<file path="src/rtl/automat_pkg.sv">
// rtl/automat_pkg.sv - shared types and constants for the automat vending controller
//
// Purpose: FSM state encoding, coin values, register widths and the coin
//          priority decode used by automat.
// Contents:
//   state_t     - COLLECT / DISPENSE / CHANGE
//   CREDIT_W    - credit register width (5 bits)
//   CHANGE_W    - change register width (4 bits)
//   VAL_1/5/10  - coin values in lei
//   coin_value  - priority decode of {LEI10, LEI5, LEU1} to a value
package automat_pkg;

  typedef enum logic [1:0] {
    COLLECT  = 2'd0,
    DISPENSE = 2'd1,
    CHANGE   = 2'd2
  } state_t;

  localparam int CREDIT_W = 5;
  localparam int CHANGE_W = 4;

  localparam logic [CREDIT_W-1:0] VAL_1  = 5'd1;
  localparam logic [CREDIT_W-1:0] VAL_5  = 5'd5;
  localparam logic [CREDIT_W-1:0] VAL_10 = 5'd10;

  // coins = {lei10, lei5, leu1}; the highest coin wins, the others are dropped.
  function automatic logic [CREDIT_W-1:0] coin_value(input logic [2:0] coins);
    logic [CREDIT_W-1:0] v;
    v = '0;
    if (coins[2])      v = VAL_10;
    else if (coins[1]) v = VAL_5;
    else if (coins[0]) v = VAL_1;
    return v;
  endfunction

endpackage

</file>
<file path="src/rtl/coin_edge_detect.sv">
// rtl/coin_edge_detect.sv - registered rising-edge detector for the three coin inputs
//
// Purpose: turns level coin inputs into one-cycle pulses, one per low-to-high
//          transition. The inputs are registered first, so a pulse appears one
//          cycle after the input rises.
// Ports:
//   i_clk   in  1 : system clock
//   i_rst   in  1 : asynchronous active-high reset
//   i_coin  in  3 : {LEI10, LEI5, LEU1} levels
//   o_rise  out 3 : one-cycle rising-edge pulses, same bit order
module coin_edge_detect (
  input  logic       i_clk,
  input  logic       i_rst,
  input  logic [2:0] i_coin,
  output logic [2:0] o_rise
);

  logic [2:0] r_coin;
  logic [2:0] r_coin_d;

  always_ff @(posedge i_clk or posedge i_rst) begin
    if (i_rst) begin
      r_coin   <= '0;
      r_coin_d <= '0;
    end else begin
      r_coin   <= i_coin;
      r_coin_d <= r_coin;
    end
  end

  assign o_rise = r_coin & ~r_coin_d;

endmodule

</file>
<file path="src/rtl/automat.sv">
// rtl/automat.sv - beverage vending-machine controller (credit, bottle, change)
//
// Purpose: accumulates 1/5/10 lei coins, releases one bottle when credit
//          reaches PRICE, then pays change back as 5-lei and 1-leu pulses.
// Build option: AUTOMAT_COIN_EDGE_EN - when defined, coins count once per
//          rising edge (through coin_edge_detect, one extra cycle latency);
//          otherwise every COLLECT edge with a coin high counts a coin.
// Parameters:
//   PRICE          : bottle price in lei, 1..15
// Ports:
//   clk            in  1 : system clock
//   reset          in  1 : asynchronous active-high reset
//   LEU1           in  1 : 1-leu coin present
//   LEI5           in  1 : 5-lei coin present
//   LEI10          in  1 : 10-lei coin present
//   REST1          out 1 : eject one 1-leu change coin
//   REST5          out 1 : eject one 5-lei change coin
//   PLEACA_STICLA  out 1 : release one bottle
module automat
  import automat_pkg::*;
#(
  parameter int PRICE = 3
) (
  input  logic clk,
  input  logic reset,
  input  logic LEU1,
  input  logic LEI5,
  input  logic LEI10,
  output logic REST1,
  output logic REST5,
  output logic PLEACA_STICLA
);

  localparam logic [CREDIT_W-1:0] PRICE_V = CREDIT_W'(PRICE);

  state_t                r_state;
  state_t                w_state_next;
  logic [CREDIT_W-1:0]   r_credit;
  logic [CREDIT_W-1:0]   w_credit_next;
  logic [CHANGE_W-1:0]   r_change;
  logic [CHANGE_W-1:0]   w_change_next;
  logic [CHANGE_W-1:0]   w_change_dec;
  logic [2:0]            w_coin_lvl;
  logic [2:0]            w_coin_evt;
  logic [CREDIT_W-1:0]   w_value;
  logic [CREDIT_W-1:0]   w_sum;
  logic                  w_pay5;

  assign w_coin_lvl = {LEI10, LEI5, LEU1};

`ifdef AUTOMAT_COIN_EDGE_EN
  coin_edge_detect u_coin_edge (
    .i_clk  (clk),
    .i_rst  (reset),
    .i_coin (w_coin_lvl),
    .o_rise (w_coin_evt)
  );
`else
  assign w_coin_evt = w_coin_lvl;
`endif

  // credit never exceeds PRICE-1 (14) before a coin, so credit+10 fits 5 bits
  assign w_value      = coin_value(w_coin_evt);
  assign w_sum        = r_credit + w_value;
  assign w_pay5       = (r_change >= CHANGE_W'(5));
  assign w_change_dec = r_change - (w_pay5 ? CHANGE_W'(5) : CHANGE_W'(1));

  always_ff @(posedge clk or posedge reset) begin
    if (reset) begin
      r_state  <= COLLECT;
      r_credit <= '0;
      r_change <= '0;
    end else begin
      r_state  <= w_state_next;
      r_credit <= w_credit_next;
      r_change <= w_change_next;
    end
  end

  always_comb begin
    w_state_next  = r_state;
    w_credit_next = r_credit;
    w_change_next = r_change;
    case (r_state)
      COLLECT: begin
        // with no coin the sum equals credit, which is always below PRICE
        if (w_sum >= PRICE_V) begin
          w_state_next  = DISPENSE;
          w_credit_next = '0;
          w_change_next = CHANGE_W'(w_sum - PRICE_V);
        end else begin
          w_credit_next = w_sum;
        end
      end
      DISPENSE: begin
        w_state_next = (r_change != '0) ? CHANGE : COLLECT;
      end
      CHANGE: begin
        w_change_next = w_change_dec;
        if (w_change_dec == '0) w_state_next = COLLECT;
      end
      default: begin
        w_state_next  = COLLECT;
        w_credit_next = '0;
        w_change_next = '0;
      end
    endcase
  end

  // Moore decode: outputs follow the registered state, so reset clears them
  // asynchronously along with the state.
  always_comb begin
    PLEACA_STICLA = 1'b0;
    REST5         = 1'b0;
    REST1         = 1'b0;
    case (r_state)
      DISPENSE: PLEACA_STICLA = 1'b1;
      CHANGE: begin
        REST5 = w_pay5;
        REST1 = ~w_pay5;
      end
      default: ;
    endcase
  end

endmodule

</file>
<file path="config.mk">
export PLATFORM = sky130hd
export DESIGN_NAME = automat
export DESIGN_NICKNAME = d
export VERILOG_FILES = /design/src/rtl/automat_pkg.sv /design/src/rtl/coin_edge_detect.sv /design/src/rtl/automat.sv
export SDC_FILE = /design/constraint.sdc
export NUM_CORES = 1
export LEC_CHECK = 0
export ABC_AREA = 1
export BUFFER_PORTS_ARGS = -buffer_cell sky130_fd_sc_hd__clkbuf_2
export CAP_MARGIN = 5
export CORE_MARGIN = 5
export CORE_UTILIZATION = 45
export DETAILED_ROUTE_END_ITERATION = 7
export PLACE_DENSITY_LB_ADDON = 0.1
export SLEW_MARGIN = 30
export SYNTH_ARGS = -nofsm -noshare
export SYNTH_HDL_FRONTEND = slang
export SYNTH_SLANG_ARGS = --single-unit
</file>
<file path="constraint.sdc">
create_clock -name clk -period 2.5 [get_ports clk]
set_input_delay 0.125 -clock clk [delete_from_list [all_inputs] [get_ports clk]]
set_output_delay 0.125 -clock clk [all_outputs]
set_load 0.02 [all_outputs]
</file>
==> results of run 1 <==
## layout make-up
class                   count  share of cell area (%)
multi-input cells          98                   54.36
well taps                  28                   3.211
repair buffers              8                   4.128
flip-flops and latches     11                   25.23
clock buffers               4                   2.408
inverters                  31                   10.67
## routing by layer
| metal | wire [um] | share of wire (%) | vias up | global-route usage, % |
|---|---|---|---|---|
| met1 | 954 | 50 | 390 | 18.64 |
| met3 | 47 | 2.5 | 4 | 2.299 |
| met2 | 845 | 45 | 9 | 20.30 |
| met4 | 46 | 2.4 | 0 | 7.119 |
| li1 | - | - | 457 | - |
| met5 | 0 | 0 | - | 0 |
## critical path, delay by kind of cell, from the launching register on
kind | cells | cell delay (ps)
xor gates and xnor gates | 1 | 160
AOI/OAI and AO/OA | 2 | 310
and+or+nand+nor | 5 | 430
buffers and inverters | 4 | 340
adders and majority gates | 2 | 470
DFF | 1 | 400
## path summary, 6_finish.rpt
| kind | start | end |
|---|---|---|
| max reg2reg | r_change[1] | r_state[1] |
| min | reset | r_credit[3] |
| min reg2reg | r_credit[2] | r_credit[2] |
| max | r_change[1] | r_state[1] |
| min in group clk | LEI10 | r_credit[1] |
| max in group asynchronous | reset | r_change[0] |
## cells by family (layout without fill, tap and decap cells)
| group | Yosys count | count (layout) | synth area share (%) |
|---|---|---|---|
| xor gates and xnor gates | 1 | 1 | 0.8919 |
| and+or+nand+nor | 70 | 70 | 33.76 |
| buffers and inverters | 31 | 43 | 11.85 |
| DFF | 11 | 11 | 28.03 |
| adders and majority gates | 14 | 14 | 18.60 |
| AOI/OAI and AO/OA | 13 | 13 | 6.878 |
## registers in the layout (all words and copies together), names as in the netlist
signal / flops
r_state: 2
r_credit: 5
r_change: 4
## report_power, final
group / internal, W / switching, W
combinational: 0.000277 / 0.000456
sequential: 0.000235 / 0.0000550
clock: 0.0000617 / 0.0000570
total: 0.000573 / 0.000568
## Yosys cell counts, drive strengths merged
| cell type | n | area share [%] |
|---|---|---|
| nand2 | 41 | 18 |
| nand4 | 1 | 2.2 |
| dfrtp | 11 | 28 |
| fa | 1 | 2.0 |
| nor2 | 11 | 5.0 |
| inv | 31 | 12 |
| nand3 | 17 | 8.7 |
| a21oi | 6 | 3.1 |
| xnor2 | 1 | 0.89 |
| o21ai | 5 | 2.5 |
| o22ai | 2 | 1.3 |
| ha | 13 | 17 |
## metrics by stage
step | cell area [um2] | util, % | worst slack, ps
2_1_floorplan | 982.2 | - | 489.7
3_3_place_gp | 1052 | 48.98 | 324.3
3_5_place_dp | 1052 | 48.98 | 245.1
4_1_cts | 1089 | 50.67 | 218.6
5_1_grt | 1091 | 50.79 | 56.40
6_report | 1091 | 50.79 | 284.4
## cell usage in the layout, fill, tap and decap left out
cell type      Yosys  final
nand2_1           36     36
inv_1             31     31
nand3_1           17     17
ha_1              13     13
dfrtp_1           11     11
nor2_1            10      9
clkbuf_2           0      7
a21oi_1            6      6
o21ai_0            4      4
nand2_2            3      3
clkbuf_4           0      3
nand2_4            2      2
o22ai_1            2      2
nand4_4            1      1
nor2_4             1      1
xnor2_1            1      1
o21ai_1            1      1
nor2_2             0      1
fa_1               1      1
clkbuf_1           0      1
dlygate4sd3_1      0      1
## timing repair
item,CTS,global route
hold endpoints to repair,11,0
endpoints found under the setup margin,0,2
resized for setup,0,1
buffers inserted,0,0
hold buffers,1,0
==> results.toml, run 1 <==
[status]
outcome = "completed"

[sta]
min_period_ps = 2216
hold_ws_ps = 373.0
grt_setup_unrepaired = "false"
fin_setup_tns_ps = 0
post-route-period-util_pct = 88.62
tightest_slew_ps = 416.6
skew_ps = 0.5467
fmax_ghz = 0.4513
relSlewSlack_pct = 72.20
setup_viol = 0
finalHoldViolations = 0
slew_violations = 0

[layout]
multiInputGateArea_um2 = 593.1
nNetsFinal = 172
antenna_cells = 0
post_route_cells_drive_above_1_share_pct = 11.84
final_cells = 180
ff_latch_area_um2 = 275.3
n_fill_cell = 210
area_growth_pct = 11.08

[logic_synthesis]
yosys_register_bits = 11
synth_area_um2 = 982.2
syn_nets = 159
ys_warn_count = 0
synthCells = 140
synth.distinct_cells = 16
seq_area_frac_synth_pct = 28.03
avgSynthCellArea_um2 = 7.016

[power_and_ir_drop]
power_density_nw_per_um2 = 1046
leakagePower_nw = 0.6334
power_w = 0.001141
ir_drop_mv = 0.6492

[global_route]
antenna_found_initial = 0
overflow = 0
grt_pass1_vias = 785
track_usage_pct = 13.64
grt_pass1_wl_mm = 3.436
grt_start_max_net_pins = 12

[critical_path]
critPathMaxFanout = 5
crit_path_end_kind = "flip-flop"
cp_common_cell = "inv_1"
max_stage_delay_ps = 400
worstRegToRegCells = 14
crit_slowest_cell = "dfrtp_1"
cp_cell_sequence = "inv_1 > ha_1 > inv_1 > o21ai_0 > nand2_1 > inv_1 > ha_1 > xnor2_1 > o21ai_0 > inv_1 > nor2_2 > nand2_2 > nand2_1 > nand2_1"
critPathLaunchType = "flip-flop"
critPathKind = "reg -> reg"
cp.arrival_ps = 2370
worst-r2r-setup-slack_ps = 280
cp.required_ps = 2660

[cts]
h-tree-depth = 1
cts.sinks = 11
clockRootBuffer = "clkbuf_4"
clk_pin_slew_ps = 70
cts_buffers = 3
clockBufferDepth = 2
cts_tree = "yes"
insertion_delay_ps = 260

[drt]
routed_wl_mm = 1.894
drtPass1Iterations = 4
num_vias = 860
vias_per_cell = 4.778
drtIter0Drc = 15
ant_nets = 0
drc_errors = 0
wire_per_inst_um = 10.52

[placed_design]
place.gp.congestion = 0.7970
port_buffers = 7
hpwl_mm = 1.540
place_inst = 175

[floorplan]
die_h_um = 56.72
ios = 8
die_w_um = 56.72
core_area_um2 = 2148
row_count = 17
start_util_pct = 45.72
die_area_um2 = 3217

[job]
cap_violations = 0

[min_path]
hold_class = "in -> async"
Note: power is estimated with default switching activity, not from simulation.
==> inputs of run 2 (changes only) <==
--- a/config.mk
+++ b/config.mk
@@ -8,8 +8,10 @@
 export ABC_AREA = 1
 export BUFFER_PORTS_ARGS = -buffer_cell sky130_fd_sc_hd__clkbuf_2
 export CAP_MARGIN = 5
+export CELL_PAD_IN_SITES_DETAIL_PLACEMENT = 1
+export CELL_PAD_IN_SITES_GLOBAL_PLACEMENT = 1
 export CORE_MARGIN = 5
-export CORE_UTILIZATION = 45
+export CORE_UTILIZATION = 42
 export DETAILED_ROUTE_END_ITERATION = 7
 export PLACE_DENSITY_LB_ADDON = 0.1
 export SLEW_MARGIN = 30
==> results.toml, run 2 (same netlist as run 1, synthesis figures left out) <==
[placed_design]
dpl_cell_area_um2 = 1052
hpwl_mm = 1.839
place.gp.congestion = 0.7507
place_inst = 175
port_buffers = 7

[global_route]
antenna_found_initial = 0
track_usage_pct = 15.36
grt_pass1_wl_mm = 3.981
grt_start_max_net_pins = 12
overflow = 0
grt_pass1_vias = 887

[cts]
clockRootBuffer = "clkbuf_4"
cts_buffers = 3
insertion_delay_ps = 280
cts.sinks = 11
cts_setup_buffers = 0
clk_pin_slew_ps = 70
h-tree-depth = 1
cts_tree = "yes"
clockBufferDepth = 2

[floorplan]
die_h_um = 58.36
core_area_um2 = 2233
ios = 8
row_count = 17
die_area_um2 = 3406
start_util_pct = 43.98
die_w_um = 58.36

[sta]
slew_violations = 0
skew_ps = 3.599
tightest_slew_ps = 459.8
relSlewSlack_pct = 69.31
fin_setup_tns_ps = 0
post-route-period-util_pct = 89.95
fmax_ghz = 0.4447
finalHoldViolations = 0
min_period_ps = 2249
setup_viol = 0
grt_setup_unrepaired = "false"

[critical_path]
cp_cell_sequence = "inv_1 > ha_1 > inv_1 > o21ai_0 > nand2_1 > inv_1 > ha_1 > a21oi_1 > nand3_1 > nand2_1 > nor2_1 > nor2_2 > nand2_2 > nand2_1 > nand2_1"
cp-startpoint = "r_change[1]"
critPathLaunchType = "flip-flop"
timing.rr.start = "r_change[1]"
crit_path_end_kind = "flip-flop"
cp_common_cell = "nand2_1"
cp.arrival_ps = 2420
critPathKind = "reg -> reg"
r2r-end = "r_state[1]"
crit_end = "r_state[1]"
max_stage_delay_ps = 400
cp.required_ps = 2670
worstRegToRegCells = 15
crit_slowest_cell = "dfrtp_1"
critPathMaxFanout = 5
worst-r2r-setup-slack_ps = 250

[layout]
final_common_cell = "nand2_1"
nNetsFinal = 172
regMostFlops = "r_credit"
design_area_um2 = 1091
area_growth_pct = 11.08
largestRegisters = "r_credit: 5 flops, r_change: 4 flops, r_state: 2 flops"
antenna_cells = 0
utilization_pct = 48.85
final_cells = 180
post_route_cells_drive_above_1_share_pct = 11.84
layout_common_cells = "nand2_1 (36), inv_1 (31), nand3_1 (17)"
largest_reg_flops = 5

[drt]
ant_nets = 0
drtPass1Iterations = 4
met3_length_um = 38
route.met2.wl_mm = 1.021
wire_per_inst_um = 12.74
drc_errors = 0
routed.top_layer = "met4"
drtIter0Drc = 30
vias_per_cell = 4.850
drt-met1-wl_mm = 1.194
routed_wl_mm = 2.294
num_vias = 873

[power_and_ir_drop]
power_density_nw_per_um2 = 1081
ir_drop_mv = 0.5195
leakagePower_nw = 0.6334

[status]
outcome = "completed"

[job]
cap_violations = 0

[min_path]
hold_class = "in -> async"
==> run 2: cell counts in the layout (fill, tap and decap cells not counted) <==
Identical to the previous run, type by type.
==> run 2: metal layers <==
layer,track usage (%),up-vias
met4,5.960,0
met1,21.38,401
met5,0,-
li1,-,459
met3,1.316,5
met2,24.56,8
==> run 2: power by group <==
group          internal [W]  switching (W)  total, W
Sequential         0.000234      0.0000536  0.000288
Clock             0.0000619      0.0000642  0.000126
Combinational      0.000280       0.000485  0.000765
==> run 2: critical path, delay by kind of cell, from the launching register on <==
| kind | cells | cell delay [ps] |
|---|---|---|
| AO/OA/AOI/OAI | 2 | 350 |
| adder cells (fa/ha/maj) | 2 | 480 |
| buffers and inverters | 3 | 260 |
| flip-flops | 1 | 400 |
| AND/OR/NAND/NOR | 8 | 660 |
==> run 2: worst min path at each step <==
stage                   to  slack, ps  start
4_1_cts         r_state[0]        380  reset
3_3_place_gp   r_credit[3]        120  reset
5_1_grt         r_state[0]        430  reset
2_1_floorplan  r_change[0]        -20  reset
6_report        r_state[0]        380  reset
3_5_place_dp   r_credit[3]        130  reset
==> run 2: per-stage QoR <==
stage           power, W  hold WS [ps]  worst slack, ps
3_5_place_dp    0.001050         132.3            218.4
6_report        0.001179         377.8            251.2
4_1_cts         0.001184         380.8            208.4
3_3_place_gp    0.001026         120.7            342.9
5_1_grt         0.001303         433.1            54.00
2_1_floorplan  0.0008688        -22.56            489.7
==> run 2: final cells by class <==
cell class | count | area [um2]
Clock buffer | 4 | 26.28
Fill cell | 317 | 1142
Inverter | 31 | 116.4
Multi-Input combinational cell | 98 | 593.1
Sequential cell | 11 | 275.3
Tap cell | 28 | 35.03
Timing Repair Buffer | 8 | 45.04
==> run 2: timing repair <==
| item | CTS | global route |
|---|---|---|
| hold buffers | 1 | 0 |
| endpoints found under the hold margin | 11 | 0 |
| gates resized for setup | 0 | 1 |
| setup endpoints to repair | 0 | 2 |
